<file path="config.mk">
export PLATFORM = sky130hd
export DESIGN_NAME = rptr_handler_ctrl
export DESIGN_NICKNAME = d
export VERILOG_FILES = /design/src/rtl/fifo_pkg.sv /design/src/rtl/rptr_handler_ctrl.sv
export SDC_FILE = /design/constraint.sdc
export NUM_CORES = 1
export LEC_CHECK = 0
export ABC_AREA = 1
export BUFFER_PORTS_ARGS = -buffer_cell sky130_fd_sc_hd__buf_2
export CAP_MARGIN = 20
export CELL_PAD_IN_SITES_DETAIL_PLACEMENT = 1
export CELL_PAD_IN_SITES_GLOBAL_PLACEMENT = 2
export CORE_ASPECT_RATIO = 1.25
export CORE_MARGIN = 10
export CORE_UTILIZATION = 26
export DETAILED_ROUTE_END_ITERATION = 10
export GPL_TIMING_DRIVEN = 0
export PLACE_DENSITY = 0.7
export SETUP_SLACK_MARGIN = 0.4
export SYNTH_ARGS = -nofsm -noshare
export SYNTH_HDL_FRONTEND = slang
export SYNTH_SLANG_ARGS = --single-unit
export TNS_END_PERCENT = 20
</file>
<file path="constraint.sdc">
create_clock -name rclk -period 2.05 [get_ports rclk]
set_clock_uncertainty 0.15 [all_clocks]
set_input_delay 0.41 -clock rclk [delete_from_list [all_inputs] [get_ports rclk]]
set_output_delay 0.41 -clock rclk [all_outputs]
set_load 0.01 [all_outputs]
</file>
<file path="src/rtl/fifo_pkg.sv">
// Shared async-FIFO helpers: pointer-width default and Gray/binary conversion.
package fifo_pkg;

   localparam int unsigned PTR_WIDTH_DEF = 3;

   // Widest pointer the helpers handle; callers zero-extend into this word.
   localparam int unsigned PTR_MAX = 32;

   typedef logic [PTR_MAX-1:0] ptr_word_t;

   // Width-agnostic: a zero-extended binary value yields its zero-extended Gray code.
   function automatic ptr_word_t bin2gray(input ptr_word_t b);
      return b ^ (b >> 1);
   endfunction

   // Width-agnostic: the zero MSBs above the real width leave the XOR cascade untouched.
   function automatic ptr_word_t gray2bin(input ptr_word_t g);
      ptr_word_t b;
      b = g;
      for (int i = PTR_MAX - 2; i >= 0; i--) begin
         b[i] = b[i+1] ^ g[i];
      end
      return b;
   endfunction

endpackage

</file>
<file path="src/rtl/rptr_handler_ctrl.sv">
// Read-domain pointer handler for the async FIFO: binary/Gray read pointers,
// registered empty/almost-empty/occupancy, read-valid and sticky underflow.
module rptr_handler_ctrl
   import fifo_pkg::*;
#(
   parameter int unsigned PTR_WIDTH     = PTR_WIDTH_DEF,
   parameter int unsigned AEMPTY_THRESH = 2
) (
   input  logic                 rclk,
   input  logic                 rrst_n,
   input  logic                 r_en,
   input  logic                 clr_underflow,
   input  logic [PTR_WIDTH:0]   g_wptr_sync,
   output logic [PTR_WIDTH:0]   b_rptr,
   output logic [PTR_WIDTH:0]   g_rptr,
   output logic                 empty,
   output logic                 almost_empty,
   output logic [PTR_WIDTH:0]   rd_level,
   output logic                 rd_valid,
   output logic                 underflow
);

   localparam int unsigned PW = PTR_WIDTH + 1;
   localparam logic [PTR_WIDTH:0] AE_THRESH = PW'(AEMPTY_THRESH);

   logic                 rd_accept;
   logic [PTR_WIDTH:0]   b_rptr_next;
   logic [PTR_WIDTH:0]   g_rptr_next;
   logic [PTR_WIDTH:0]   b_wptr_sync;
   logic [PTR_WIDTH:0]   level_next;

   // Next-state pointers and occupancy, all taken against the post-read pointer so the
   // status flags land on the same edge as the pointer update.
   always_comb begin
      rd_accept   = r_en & ~empty;
      b_rptr_next = b_rptr + PW'(rd_accept);
      g_rptr_next = PW'(bin2gray(ptr_word_t'(b_rptr_next)));
      b_wptr_sync = PW'(gray2bin(ptr_word_t'(g_wptr_sync)));
      level_next  = b_wptr_sync - b_rptr_next;
   end

   // Pointer, status and underflow registers.
   always_ff @(posedge rclk or negedge rrst_n) begin
      if (!rrst_n) begin
         b_rptr       <= '0;
         g_rptr       <= '0;
         empty        <= 1'b1;
         almost_empty <= 1'b1;
         rd_level     <= '0;
         rd_valid     <= 1'b0;
         underflow    <= 1'b0;
      end else begin
         b_rptr       <= b_rptr_next;
         g_rptr       <= g_rptr_next;
         // Full-width Gray compare: equal Gray codes mean equal pointers including wrap bit.
         empty        <= (g_rptr_next == g_wptr_sync);
         almost_empty <= (level_next <= AE_THRESH);
         rd_level     <= level_next;
         rd_valid     <= rd_accept;
         // Set has priority over clear so a same-cycle underflow is never lost.
         if (r_en && empty) begin
            underflow <= 1'b1;
         end else if (clr_underflow) begin
            underflow <= 1'b0;
         end
      end
   end

   // The Gray pointer crosses into the write domain, so it may flip at most one bit per edge.
   a_gray_one_bit: assert property (@(posedge rclk) disable iff (!rrst_n)
      $countones(g_rptr ^ $past(g_rptr)) <= 1);

endmodule

</file>
==> metrics.md, run 1 <==
| Metric | Value |
|---|---|
| Worst rel slew slack | `77.1%` |
| Final Hold Violating Endpoints | `0` |
| Number of H-tree levels | `1` |
| Post-layout minimum cycle time | `2.09 ns` |
| Failing checks | `setup timing` |
| Launch point of the worst path | `empty` |
| Drt wl/cell | `13.3 um` |
| Fraction of the core area covered by cells at the end of the flow | `39.6%` |
| Final setup violation count | `2` |
| Footprint of the flip-flops and latches | `378 sq um` |
| Most used standard cell by instance count after synthesis | `sky130_fd_sc_hd__nand2_1` |
| Number of nets in the layout | `153` |
| Post-synth net total | `119` |
| Post-synth top cells | `sky130_fd_sc_hd__nand2_1, sky130_fd_sc_hd__inv_1, sky130_fd_sc_hd__dfrtp_1` |
| Yosys top cell area share | `37.1%` |
| Post-synth ARST share | `100%` |
| Count of flip-flops with a built-in enable after synthesis | `0` |
| Worst r2r dst | `almost_empty` |
| Upper clock frequency limit | `478 MHz` |
| GP Congestion | `0.706` |
| First DRT Iteration DRCs | `18` |
| Root buffer selected by CTS | `sky130_fd_sc_hd__clkbuf_8` |
| Number of library cell types mapped by synthesis | `20` |
| Data arrival time of the critical path | `2.12 ns` |
| Most frequently used flop master after synthesis | `sky130_fd_sc_hd__dfrtp_1` |
| DR pass1 iterations | `2` |
| Clock transition at the registers of the reported paths | `0.06 ns` |
| Latest clock arrival within the worst-skew pair | `0.24 ns` |
| R2R depth | `12` |
| First-pass GRT wire length | `4.28 mm` |
| Max-slew violation count | `0` |
| Global Route Usage Sum | `8.43%` |
| CTS tree | `built` |
| Total I/O pin count | `24` |
| Most area-hungry cell type in the Yosys netlist | `sky130_fd_sc_hd__dfrtp_1` |
| Crit path required time | `2.08 ns` |
| Pin count of the biggest net entering global routing | `16` |
| Largest driver fanout on the critical path | `4` |
| Cells taking the most area after synthesis | `sky130_fd_sc_hd__dfrtp_1, sky130_fd_sc_hd__nand2_1, sky130_fd_sc_hd__inv_1` |
| Worst Tran Pin Value | `0.343 ns` |
| Placed wire-length estimate after detailed placement | `1.95 mm` |
| Clock Path Buffers | `2` |
| Horiz. Die Dim | `72.0 um` |
| Crit path setup slack, layout | `-0.0423 ns` |
| Overall power of the completed layout | `2.28 mW` |
| Register-to-register path setup slack | `-0.04 ns` |
| Core outline area | `3220 sq um` |
| Final worst path period share | `102%` |
| Count of input and output buffers | `23` |
| Starting Density | `27.2%` |
| Yosys warning total | `0` |
| Syn_area_per_cell | `8.27 sq um` |
| Placed inst area | `1120 sq um` |
| Capturing instance or port of the critical path | `almost_empty` |
| Die area | `6110 sq um` |
| Routed via count divided by cell count | `4.44` |
| Sequential-to-total area share from yosys stat | `43.1%` |
| Total clock sinks | `15` |
| Remaining routing DRC violations | `0` |
| Total wirelength of the detailed-routed design | `2.35 mm` |
| Number of buffers created by CTS | `3` |
| Vert. Die Dim | `84.9 um` |
| Diode insertion count for antenna repair | `0` |
| Summed area of non-filler cells in the final layout | `1280 sq um` |
| Vias in the first global route | `919` |
| GRT Residual Overflow | `0` |
| Initial antenna violation count | `0` |
| Worst hold-check path type | `input pin to flop` |
| Total of max-cap violations | `0` |
| Layout area overhead | `45.6%` |
| FILL cells | `390` |
| Leakage dissipation | `0.665 nW` |
| Worst ir drop on vdd | `0.620 mV` |
| Category of the worst setup path launch point | `flop` |
| Count of vias placed by the detailed router | `781` |
| Footprint of the multi-input gates | `552 sq um` |
| Area of the mapped netlist | `877 sq um` |
| Outcome | `finished with violations` |
| Synth Register Bits | `15` |
| Startpoint of the worst-slack reg-to-reg timing path | `empty` |
| Power per standard cell area | `1790 nW/um^2` |
| Setup repair after global routing missed its margin | `yes` |
| Number of standard cells after synthesis | `106` |
| Placement Rows | `23` |
| Antenna viol nets, final | `0` |
| Endpoint kind of the worst setup timing path | `flop` |
| Class of the most critical setup path | `flop to flop` |
| Fraction of final layout cells with drive strength greater than 1 | `48.2%` |
==> critical path: stages (launching register included) <==
cell and delay [ns]:
sky130_fd_sc_hd__dfstp_2 0.55, sky130_fd_sc_hd__nor2_4 0.05, sky130_fd_sc_hd__ha_4 0.17, sky130_fd_sc_hd__ha_4 0.30
sky130_fd_sc_hd__inv_4 0.04, sky130_fd_sc_hd__ha_4 0.25, sky130_fd_sc_hd__inv_2 0.02, sky130_fd_sc_hd__o21bai_1 0.18
sky130_fd_sc_hd__nand2_1 0.09, sky130_fd_sc_hd__nand2_1 0.06, sky130_fd_sc_hd__nand2_1 0.06, sky130_fd_sc_hd__nand2_2 0.07
sky130_fd_sc_hd__nor2_2 0.04
==> flip-flops by register name, indices dropped and copies added, names as in the netlist <==
name / flops
b_rptr: 4
empty: 1
almost_empty: 1
g_rptr: 3
rd_valid: 1
underflow: 1
rd_level: 4
==> timing repair <==
action / 4_1_cts / 5_1_grt
setup endpoints to repair: 5 / 8
hold endpoints to repair: 13 / 0
hold buffers: 1 / 0
pin swaps: 22 / 13
setup buffers: 5 / 0
gates resized for setup: 10 / 7
==> worst min-delay path by stage <==
stage,from,to,cells after the start
finish,clr_underflow,underflow,2
global route,clr_underflow,underflow,2
CTS,clr_underflow,underflow,2
detailed placement,rrst_n,underflow,1
global placement,rrst_n,b_rptr[2],1
floorplan,rrst_n,b_rptr[0],0
==> final cells by class <==
class | count | area share, %
buffer | 1 | 0.588
clock buffer | 4 | 3.53
inverter | 16 | 5.48
timing repair buffer | 29 | 14.0
tap | 37 | 3.62
multi-input combinational | 74 | 43.2
sequential | 15 | 29.6
==> per-layer routing <==
layer	global-route usage [%]	wire length, um
met5	0	0
met4	3.17	29
met3	1.52	93
met2	16.2	1330
met1	8.56	888
==> logic make-up (layout without fill, tap and decap cells) <==
logic type / Yosys count / after routing / synth area share (%)
buffers and inverters: 17 / 50 / 7.70
adders and majority gates: 5 / 5 / 7.99
xor gates and xnor gates: 3 / 3 / 3.85
AOI/OAI and AO/OA: 3 / 3 / 2.00
DFF: 15 / 15 / 43.1
and+or+nand+nor: 63 / 63 / 35.4
==> cells in the final DEF (no fill, tap or decap) <==
cell type and instances:
sky130_fd_sc_hd__fa_1 1, sky130_fd_sc_hd__ha_4 4, sky130_fd_sc_hd__inv_2 3, sky130_fd_sc_hd__a21oi_1 1, sky130_fd_sc_hd__xor2_1 1, sky130_fd_sc_hd__dlygate4sd3_1 1
sky130_fd_sc_hd__dfstp_2 2, sky130_fd_sc_hd__dfrtp_1 13, sky130_fd_sc_hd__inv_1 10, sky130_fd_sc_hd__clkbuf_8 3, sky130_fd_sc_hd__nor2_1 2, sky130_fd_sc_hd__nand3_1 9
sky130_fd_sc_hd__nor2_4 1, sky130_fd_sc_hd__nand4_1 2, sky130_fd_sc_hd__xnor2_4 1, sky130_fd_sc_hd__o21bai_1 1, sky130_fd_sc_hd__nand3_2 4, sky130_fd_sc_hd__nor2_2 1
sky130_fd_sc_hd__nand2_4 5, sky130_fd_sc_hd__buf_2 21, sky130_fd_sc_hd__buf_4 6, sky130_fd_sc_hd__inv_4 2, sky130_fd_sc_hd__clkbuf_1 1, sky130_fd_sc_hd__o21ai_0 1
sky130_fd_sc_hd__inv_6 1, sky130_fd_sc_hd__nand2_2 10, sky130_fd_sc_hd__xor2_4 1, sky130_fd_sc_hd__buf_6 1, sky130_fd_sc_hd__buf_8 1, sky130_fd_sc_hd__nand2_1 29
==> where the power goes <==
group	leakage (nW)	switching, mW	internal [mW]
Clock	0.0228	0.101	0.137
Combinational	0.465	0.825	0.674
Sequential	0.178	0.0923	0.453
==> through the flow <==
| step | TNS, ns | instances | worst slack, ns | hold WS, ns |
|---|---|---|---|---|
| after global placement | -0.745 | 166 | -0.295 | 0.179 |
| after detailed placement | -0.858 | 166 | -0.326 | 0.200 |
| after floorplan | -0.00620 | 106 | -0.00620 | -0.0356 |
| final | -0.0523 | 176 | -0.0423 | 0.225 |
| after global routing | -0.291 | 176 | -0.163 | 0.262 |
| after CTS | -0.0815 | 176 | -0.0566 | 0.242 |
Note: power is estimated with default switching activity, not from simulation.
==> run 2, diff against run 1 <==
ABC_AREA = default   (was 1)
CORE_UTILIZATION = 33   (was 26)
PLACE_DENSITY = 0.78   (was 0.7)
clock period = 2.5 ns   (was 2.05 ns; I/O delays follow)
==> run 2 against run 1 <==
Non-clock buffer count up 2. Sequential share of layout area is 4.9 points higher. The flow now finishes without violations. Synthesized cell count down 42%.
==> metrics.md, run 2 <==
| Metric | Value |
|---|---|
| Number of standard cells after synthesis | `62` |
| Largest driver fanout on the critical path | `2` |
| M1 WL | `735 um` |
| Number of library cell types mapped by synthesis | `26` |
| Yosys warning total | `0` |
| DR pass1 iterations | `2` |
| Pin count of the biggest net entering global routing | `16` |
| Cells taking the most area after synthesis | `sky130_fd_sc_hd__dfrtp_1, sky130_fd_sc_hd__xnor2_1, sky130_fd_sc_hd__dfstp_2` |
| Starting Density | `34.5%` |
| Clock Path Buffers | `2` |
| Most used standard cell by instance count after synthesis | `sky130_fd_sc_hd__dfrtp_1` |
| Hold path startpoint | `clr_underflow` |
| Count of input and output buffers | `23` |
| Leakage dissipation | `0.511 nW` |
| Data arrival time of the critical path | `2.54 ns` |
| Post-synth net total | `75` |
| Yosys top cell area share | `43.1%` |
| Die area | `4610 sq um` |
| Post-synth ARST share | `100%` |
| Synth Register Bits | `15` |
| Initial antenna violation count | `0` |
| Drt wl/cell | `14.6 um` |
| Category of the worst setup path launch point | `input pin` |
| Fraction of final layout cells with drive strength greater than 1 | `49.5%` |
| Count of flip-flops with a built-in enable after synthesis | `0` |
| Diode insertion count for antenna repair | `0` |
| Area of the mapped netlist | `754 sq um` |
| Registers with the most flip-flops | `b_rptr (4), rd_level (4), g_rptr (3)` |
| Max-slew violation count | `0` |
| Root buffer selected by CTS | `sky130_fd_sc_hd__clkbuf_4` |
| Vias in the first global route | `641` |
| First DRT Iteration DRCs | `10` |
| Core outline area | `2190 sq um` |
| Startpoint of the worst-slack reg-to-reg timing path | `empty` |
| Met2 routed wirelength | `912 um` |
| Upper clock frequency limit | `405 MHz` |
| First-pass GRT wire length | `2.97 mm` |
| Clock transition at the registers of the reported paths | `0.09 ns` |
| Post-layout minimum cycle time | `2.47 ns` |
| Outcome | `finished clean` |
| Placed wire-length estimate after detailed placement | `1.36 mm` |
| Launch point of the worst path | `g_wptr_sync[2]` |
| Latest clock arrival within the worst-skew pair | `0.29 ns` |
| CTS tree | `built` |
| Total wirelength of the detailed-routed design | `1.87 mm` |
| Fraction of the core area covered by cells at the end of the flow | `50.1%` |
| Placement Rows | `19` |
| Footprint of the flip-flops and latches | `378 sq um` |
| Layout area overhead | `45.1%` |
| GRT Residual Overflow | `0` |
| Highest Signal Layer | `met4` |
| Number of H-tree levels | `1` |
| Remaining routing DRC violations | `0` |
| Crit path required time | `2.57 ns` |
| Footprint of the multi-input gates | `438 sq um` |
| Count of vias placed by the detailed router | `565` |
| Syn_area_per_cell | `12.2 sq um` |
| Number of nets in the layout | `111` |
| Setup repair after global routing missed its margin | `yes` |
| Endpoint kind of the worst setup timing path | `flop` |
| Post-synth top cells | `sky130_fd_sc_hd__dfrtp_1, sky130_fd_sc_hd__xnor2_1, sky130_fd_sc_hd__inv_1` |
| Commonest non-fill, non-tap cells in the layout | `sky130_fd_sc_hd__buf_2, sky130_fd_sc_hd__dfrtp_1, sky130_fd_sc_hd__xnor2_1, sky130_fd_sc_hd__buf_4, sky130_fd_sc_hd__inv_1` |
| Final setup violation count | `0` |
| Sequential-to-total area share from yosys stat | `50.1%` |
| Worst Tran Pin Value | `0.546 ns` |
| Class of the most critical setup path | `input pin to flop` |
| Final Hold Violating Endpoints | `0` |
| Vert. Die Dim | `73.5 um` |
| Global Route Usage Sum | `8.55%` |
| Total clock sinks | `15` |
| Overall power of the completed layout | `1.78 mW` |
| Most area-hungry cell type in the Yosys netlist | `sky130_fd_sc_hd__dfrtp_1` |
| Antenna viol nets, final | `0` |
| Most common library cell in the layout ignoring fill and taps | `sky130_fd_sc_hd__buf_2` |
| Number of buffers created by CTS | `3` |
| Most frequently used flop master after synthesis | `sky130_fd_sc_hd__dfrtp_1` |
| GP Congestion | `0.746` |
| Horiz. Die Dim | `62.8 um` |
| Total I/O pin count | `24` |
| Worst ir drop on vdd | `0.649 mV` |
| Total of max-cap violations | `0` |
| Final worst path period share | `98.7%` |
| FILL cells | `246` |
| Length of routed met3 wiring | `106 um` |
| Routed via count divided by cell count | `4.41` |
| Power per standard cell area | `1620 nW/um^2` |
| Worst rel slew slack | `63.3%` |
| Worst hold-check path type | `input pin to flop` |
| Setup_tns | `0 ns` |
==> run 2: stage by stage <==
stage | setup slack [ns] | std cells | cell area [sq um] | hold slack [ns]
floorplan | -0.0132 | 62 | 788 | 0.0544
detailed placement | -0.349 | 116 | 942 | 0.270
finish | 0.0319 | 128 | 1090 | 0.248
global route | -0.0534 | 128 | 1090 | 0.243
global placement | -0.362 | 116 | 942 | 0.264
CTS | 0.0460 | 125 | 1010 | 0.240
==> run 2: report_power, final <==
group / internal [mW] / total [mW] / switching, mW / leakage (nW)
Combinational: 0.598 / 1.18 / 0.580 / 0.321
Sequential: 0.379 / 0.455 / 0.0752 / 0.175
Clock: 0.0621 / 0.144 / 0.0824 / 0.0150
==> run 2: logic make-up after synthesis <==
group | Yosys count | share of synthesized area, %
AOI/OAI and AO/OA | 6 | 5.14
xor gates and xnor gates | 17 | 21.7
muxes | 1 | 1.33
adders and majority gates | 6 | 10.6
and+or+nand+nor | 10 | 7.13
DFF | 15 | 50.1
buffers and inverters | 7 | 3.98
==> run 2: final timing paths <==
kind | end | slack [ns] | depth (start not counted)
min in group asynchronous | b_rptr[1] | 0.48 | 2
max in group asynchronous | almost_empty | 1.43 | 2
setup reg to reg | almost_empty | 0.06 | 7
setup / recovery | almost_empty | 0.03 | 9
hold reg to reg | underflow | 0.39 | 2
hold / removal | underflow | 0.25 | 2
==> run 2: routing by layer <==
metal  global-route usage, %  vias up
met5                       0        -
met4                    10.7        0
met3                    1.98        8
met2                    13.9       21
met1                    8.11      268
li1                        -      268
==> run 2: worst max-delay path: stages <==
cell and delay [ns]:
sky130_fd_sc_hd__buf_2 0.14, sky130_fd_sc_hd__xnor2_4 0.18, sky130_fd_sc_hd__xor2_2 0.22, sky130_fd_sc_hd__xor2_2 0.11
sky130_fd_sc_hd__ha_4 0.17, sky130_fd_sc_hd__fa_1 0.58, sky130_fd_sc_hd__nor2_1 0.06, sky130_fd_sc_hd__or4_4 0.41
sky130_fd_sc_hd__o22ai_2 0.17
==> run 2: layout make-up <==
cell class / instances / share of cell area, %
multi-input cells: 40 / 40.0
flip-flops and latches: 15 / 34.5
repair buffers: 31 / 16.8
well taps: 31 / 3.54
clock buffers: 4 / 2.40
inverters: 6 / 2.06
plain buffers: 1 / 0.686
==> run 2: timing repair <==
item	in CTS	in global routing
gates resized for setup	1	11
pin swaps	3	8
setup buffers	4	3
hold buffers	1	0
endpoints found under the setup margin	3	4
hold endpoints to repair	13	0
